File: src/rtl/id_ex_stage.sv
// Decode/issue stage with the ID/EX pipeline register: decodes the instruction, drives
// reg_file read addresses, inserts load-use bubbles. Define WB_BYPASS_EN to forward same-cycle writeback.
module id_ex_stage #(
   parameter int STALL_CNT_W = 16
) (
   input  logic                   clk,
   input  logic                   reset,
   input  logic                   in_valid,
   input  logic [31:0]            instr,
   input  logic                   flush,
   output logic [4:0]             readReg1,
   output logic [4:0]             readReg2,
   input  logic [31:0]            readData1,
   input  logic [31:0]            readData2,
   input  logic [4:0]             wb_writeReg,
   input  logic [31:0]            wb_writeData,
   input  logic                   wb_regWrite,
   output logic                   stall,
   output logic                   ex_valid,
   output logic [31:0]            ex_rs_val,
   output logic [31:0]            ex_rt_val,
   output logic [31:0]            ex_imm,
   output logic [4:0]             ex_rd,
   output logic                   ex_regWrite,
   output logic                   ex_memRead,
   output logic                   ex_memWrite,
   output logic                   ex_illegal,
   output logic [STALL_CNT_W-1:0] stall_count
);

   localparam logic [0:0] ST_RUN    = 1'b0;
   localparam logic [0:0] ST_BUBBLE = 1'b1;

   localparam logic [5:0] OP_RTYPE = 6'h00;
   localparam logic [5:0] OP_LW    = 6'h23;
   localparam logic [5:0] OP_SW    = 6'h2B;
   localparam logic [5:0] OP_BEQ   = 6'h04;
   localparam logic [5:0] OP_ADDI  = 6'h08;
   localparam logic [5:0] OP_SLTI  = 6'h0A;
   localparam logic [5:0] OP_ANDI  = 6'h0C;
   localparam logic [5:0] OP_ORI   = 6'h0D;

   localparam logic [STALL_CNT_W-1:0] CNT_ONE = {{(STALL_CNT_W-1){1'b0}}, 1'b1};

   logic [0:0]             r_state;
   logic                   r_exValid;
   logic [31:0]            r_exRsVal;
   logic [31:0]            r_exRtVal;
   logic [31:0]            r_exImm;
   logic [4:0]             r_exRd;
   logic                   r_exRegWrite;
   logic                   r_exMemRead;
   logic                   r_exMemWrite;
   logic                   r_exIllegal;
   logic [STALL_CNT_W-1:0] r_stallCount;

   logic [5:0]  w_opcode;
   logic [4:0]  w_rs;
   logic [4:0]  w_rt;
   logic [4:0]  w_dest;
   logic [31:0] w_imm;
   logic        w_legal;
   logic        w_decRegWrite;
   logic        w_memRead;
   logic        w_memWrite;
   logic        w_usesRt;
   logic        w_regWrite;
   logic [4:0]  w_rd;
   logic        w_hz;
   logic        w_stall;
   logic        w_loadValid;
   logic [31:0] w_rsVal;
   logic [31:0] w_rtVal;

   assign w_opcode = instr[31:26];
   assign w_rs     = instr[25:21];
   assign w_rt     = instr[20:16];
   assign readReg1 = w_rs;
   assign readReg2 = w_rt;

   always_comb begin
      w_dest        = 5'd0;
      w_imm         = 32'd0;
      w_legal       = 1'b1;
      w_decRegWrite = 1'b0;
      w_memRead     = 1'b0;
      w_memWrite    = 1'b0;
      w_usesRt      = 1'b0;
      case (w_opcode)
         OP_RTYPE: begin
            w_dest        = instr[15:11];
            w_decRegWrite = 1'b1;
            w_usesRt      = 1'b1;
         end
         OP_LW: begin
            w_dest        = w_rt;
            w_decRegWrite = 1'b1;
            w_memRead     = 1'b1;
            w_imm         = {{16{instr[15]}}, instr[15:0]};
         end
         OP_SW: begin
            w_memWrite = 1'b1;
            w_usesRt   = 1'b1;
            w_imm      = {{16{instr[15]}}, instr[15:0]};
         end
         OP_BEQ: begin
            w_usesRt = 1'b1;
            w_imm    = {{16{instr[15]}}, instr[15:0]};
         end
         OP_ADDI, OP_SLTI: begin
            w_dest        = w_rt;
            w_decRegWrite = 1'b1;
            w_imm         = {{16{instr[15]}}, instr[15:0]};
         end
         OP_ANDI, OP_ORI: begin
            w_dest        = w_rt;
            w_decRegWrite = 1'b1;
            w_imm         = {16'd0, instr[15:0]};
         end
         default: w_legal = 1'b0;
      endcase
   end

   // Writes to r0 are discarded, so they must never look like a producer downstream.
   assign w_regWrite  = w_decRegWrite && (w_dest != 5'd0);
   assign w_rd        = w_regWrite ? w_dest : 5'd0;
   assign w_loadValid = in_valid && w_legal;

   assign w_hz = in_valid && r_exValid && r_exMemRead && (r_exRd != 5'd0) &&
                 ((r_exRd == w_rs) || (w_usesRt && (r_exRd == w_rt)));
   assign w_stall = (r_state == ST_RUN) && w_hz && !flush && !reset;
   assign stall   = w_stall;

`ifdef WB_BYPASS_EN
   assign w_rsVal = (wb_regWrite && (wb_writeReg != 5'd0) && (wb_writeReg == w_rs)) ? wb_writeData : readData1;
   assign w_rtVal = (wb_regWrite && (wb_writeReg != 5'd0) && (wb_writeReg == w_rt)) ? wb_writeData : readData2;
`else
   logic w_unusedWb;
   assign w_unusedWb = ^{wb_regWrite, wb_writeReg, wb_writeData};
   assign w_rsVal    = readData1;
   assign w_rtVal    = readData2;
`endif

   // Flush beats the hazard bubble, and both clear every EX field so idle slots read as zero.
   always_ff @(posedge clk or posedge reset) begin
      if (reset) begin
         r_state      <= ST_RUN;
         r_exValid    <= 1'b0;
         r_exRsVal    <= 32'd0;
         r_exRtVal    <= 32'd0;
         r_exImm      <= 32'd0;
         r_exRd       <= 5'd0;
         r_exRegWrite <= 1'b0;
         r_exMemRead  <= 1'b0;
         r_exMemWrite <= 1'b0;
         r_exIllegal  <= 1'b0;
         r_stallCount <= '0;
      end else if (flush || w_stall || !w_loadValid) begin
         r_state      <= (w_stall) ? ST_BUBBLE : ST_RUN;
         r_exValid    <= 1'b0;
         r_exRsVal    <= 32'd0;
         r_exRtVal    <= 32'd0;
         r_exImm      <= 32'd0;
         r_exRd       <= 5'd0;
         r_exRegWrite <= 1'b0;
         r_exMemRead  <= 1'b0;
         r_exMemWrite <= 1'b0;
         r_exIllegal  <= !flush && !w_stall && in_valid && !w_legal;
         if (w_stall && (r_stallCount != '1)) begin
            r_stallCount <= r_stallCount + CNT_ONE;
         end
      end else begin
         r_state      <= ST_RUN;
         r_exValid    <= 1'b1;
         r_exRsVal    <= w_rsVal;
         r_exRtVal    <= w_rtVal;
         r_exImm      <= w_imm;
         r_exRd       <= w_rd;
         r_exRegWrite <= w_regWrite;
         r_exMemRead  <= w_memRead;
         r_exMemWrite <= w_memWrite;
         r_exIllegal  <= 1'b0;
      end
   end

   assign ex_valid    = r_exValid;
   assign ex_rs_val   = r_exRsVal;
   assign ex_rt_val   = r_exRtVal;
   assign ex_imm      = r_exImm;
   assign ex_rd       = r_exRd;
   assign ex_regWrite = r_exRegWrite;
   assign ex_memRead  = r_exMemRead;
   assign ex_memWrite = r_exMemWrite;
   assign ex_illegal  = r_exIllegal;
   assign stall_count = r_stallCount;

endmodule

File: config.mk
export PLATFORM = sky130hd
export DESIGN_NAME = id_ex_stage
export DESIGN_NICKNAME = d
export VERILOG_FILES = /design/src/rtl/id_ex_stage.sv
export SDC_FILE = /design/constraint.sdc
export NUM_CORES = 1
export LEC_CHECK = 0
export ABC_CLOCK_PERIOD_IN_PS = 8800
export BUFFER_PORTS_ARGS = -buffer_cell sky130_fd_sc_hd__buf_2
export CAP_MARGIN = 10
export CORE_AREA = 2 2 104 106
export CTS_CLUSTER_SIZE = 24
export DETAILED_ROUTE_END_ITERATION = 16
export DIE_AREA = 0 0 106 108
export GPL_TIMING_DRIVEN = 0
export PLACE_DENSITY = 0.78
export SYNTH_ARGS = -nofsm -noshare
export SYNTH_HDL_FRONTEND = slang
export SYNTH_SLANG_ARGS = --single-unit
export TNS_END_PERCENT = 50
File: constraint.sdc
create_clock -name clk -period 8.8 [get_ports clk]
set_input_delay 0.88 -clock clk [delete_from_list [all_inputs] [get_ports clk]]
set_output_delay 0.88 -clock clk [all_outputs]
set_load 0.02 [all_outputs]
==> flow_metrics.py <==
metrics = {
    "run_status": {
        "status": "finished clean",
    },
    "pwr": {
        "clock_power_share_pct": 34.6,
        "p_total_uw": 870,
        "p_leak_uw": 0.00347,
        "p_int_uw": 665,
        "power_density_nw_per_um2": 149,
        "p_switching_uw": 205,
        "ir_drop_mv": 0.0810,
        "p_comb_share_pct": 7.9,
        "pwr-share-seq_pct": 57.6,
        "sw_frac_of_total_pct": 23.6,
    },
    "die": {
        "rows": 37,
        "core-area_um2": 10200,
        "initial_core_util_pct": 41.8,
        "dieArea_um2": 11400,
        "die_h_um": 108,
        "fp.dieW_um": 106,
        "ioPinCount": 271,
    },
    "timing": {
        "finalHoldViolations": 0,
        "totalNegativeSetupSlack_ns": 0,
        "slew_headroom_pct": 60.8,
        "rsz0062_at_grt": "false",
        "report.final.slew_viol_count": 0,
        "finalSetupViolCount": 0,
        "min_period_over_period_pct": 35.7,
        "fmax_ghz": 0.318,
        "period_needed_ns": 3.14,
        "clock_skew_ns": 0.0155,
        "hold_ws_ns": 0.508,
        "worst_pin_slew_ns": 0.583,
    },
    "setup_path": {
        "worst-path-max-fanout": 5,
        "worst-endpoint-arrival_ns": 2.26,
        "worst_setup_path_start_kind": "input pin",
        "worst-setup-path-type": "in -> out",
        "end_kind": "output pin",
        "crit_required_ns": 7.92,
        "reg2regPathDepth": 7,
    },
    "clock_tree": {
        "cts_hold_buf": 0,
        "clock_latency_ns": 0.37,
        "cts_root_buf": "clkbuf_8",
        "htreeDepth": 3,
        "cts-buffers-inserted": 9,
        "clkSinkCount": 108,
        "cts_buffer_depth": 2,
        "cts_setup_buffers": 0,
        "tritoncts": "built",
        "cts-resized-gates": 0,
        "path_clk_slew_ns": 0.10,
    },
    "yosys": {
        "synth_common_cells": "108 x dfrtp_1, 80 x and2_1, 27 x buf_4",
        "syn_nets": 474,
        "yosysTopAreaCell": "dfrtp_1",
        "ys_seq_area_share_pct": 63.3,
        "syn_area_um2": 4270,
        "synth_ff_type": "dfrtp_1",
        "syn_area_per_cell_um2": 12.8,
        "synth.ff_latch_count": 108,
        "synth_most_common_cell": "dfrtp_1",
        "ys_async_sr_fraction_pct": 100,
        "syn_inst": 335,
        "synth_cell_type_count": 40,
        "yosys.area.top_type_share_pct": 63.3,
        "yosys_warnings": 0,
        "synthTopCellsByArea": "dfrtp_1 63%, and2_1 12%, buf_4 4.7%",
        "synth_edf_count": 0,
    },
    "grt": {
        "antenna_found_initial": 0,
        "grt_pass1_wl_mm": 16.4,
        "grt.total_usage_pct": 18.4,
        "grt-ovfl-total": 0,
        "grt_pass1_vias": 3413,
        "grt_max_degree": 64,
    },
    "route": {
        "dr.pass1.iters": 4,
        "drtAntennaViolNets": 0,
        "drt_iter0_drc": 124,
        "postRouteWirelength_mm": 10.4,
        "via_per_inst": 4.68,
        "drc": 0,
        "routedWlPerCell_um": 14.5,
        "vias": 3368,
    },
    "cells_and_area": {
        "drive_above_1_share_pct": 50.2,
        "diodes": 0,
        "areaGrowthSynthToFinish_pct": 36.5,
        "final_nets": 718,
    },
    "place": {
        "port_buffers": 232,
        "dpl.hpwl_mm": 8.02,
        "gp_congestion": 0.798,
    },
    "worst_hold_path": {
        "min_path_type": "reg -> reg",
        "worstHoldPathCells": 1,
    },
    "flow_run": {
        "max_cap_viol_count": 0,
    },
}
layer usage:
| layer | track usage [%] | part of all wire (%) | up-vias | routed length (um) |
|---|---|---|---|---|
| met4 | 7.61 | 2.1 | 0 | 218 |
| met1 | 22.2 | 38 | 1616 | 4010 |
| met2 | 31.9 | 52 | 168 | 5390 |
| li1 | - | - | 1563 | - |
| met5 | 0 | 0 | - | 0 |
| met3 | 4.16 | 7.6 | 21 | 793 |
sequential cells by signal (all words and copies together) (netlist names):
register and cells:
ex_illegal 1, ex_imm 17, ex_memRead 1, ex_memWrite 1
ex_rd 5, ex_regWrite 1, ex_rs_val 32, ex_rt_val 32
ex_valid 1, r_state 1, stall_count 16
cell families (layout without fill, tap and decap cells):
family / count (synthesis) / after routing / share of synthesized area (%)
AOI/OAI and AO/OA: 18 / 18 / 3.25
DFF: 108 / 108 / 63.3
buffers and inverters: 38 / 287 / 5.91
xor gates and xnor gates: 25 / 25 / 5.12
muxes: 1 / 1 / 0.264
and+or+nand+nor: 144 / 144 / 21.9
adders and majority gates: 1 / 1 / 0.293
power by group through the flow:
stage,logic (uW),registers [uW],clock network [uW]
finish,68.4,501,301
detailed placement,69.2,511,0
global placement,65.7,511,0
floorplan,25.9,516,0
CTS,69.7,501,312
global route,76.2,501,333
cell type report:
class                      instances  area, um2
buffer                            35        241
clock buffer                      10        128
clock inverter                     6       71.3
fill                             864       4400
inverter                           3       13.8
multi-input combinational        189       1320
sequential                       108       2700
tap                              136        170
timing repair buffer             233       1190
cells in the final DEF (no fill, tap or decap), types with 5 or more instances in the layout:
cell type,n
nand3_1,9
buf_4,27
a22oi_1,5
clkbuf_8,9
nand4_1,8
xnor2_1,16
nand2_1,7
nor2b_1,8
buf_2,239
nor2_1,5
and2_1,80
xor2_1,9
dfrtp_1,108
worst max-delay path, stage by stage:
cell and delay (ns):
buf_2 0.12, and4bb_2 0.30, o211ai_2 0.10, or4_4 0.60, nand2_1 0.10, buf_2 0.17
stage by stage:
step	utilization [%]	cells	area, um2	worst slack, ns
2_1_floorplan	-	335	4270	5.07
3_3_place_gp	54.8	703	5600	4.01
3_5_place_dp	55.1	704	5630	5.66
4_1_cts	57.0	720	5830	5.65
5_1_grt	57.0	720	5830	5.61
6_report	57.0	720	5830	5.66
worst paths after layout:
kind,startpoint,to,slack [ns]
setup / recovery,reset,stall,5.66
hold / removal,stall_count[15],stall_count[15],0.51
setup reg to reg,ex_rd[2],ex_rd[0],6.39
hold reg to reg,stall_count[15],stall_count[15],0.51
max in group asynchronous,reset,ex_rt_val[15],7.52
min in group asynchronous,reset,ex_rs_val[8],0.58
(Power assumes the default switching activity.)
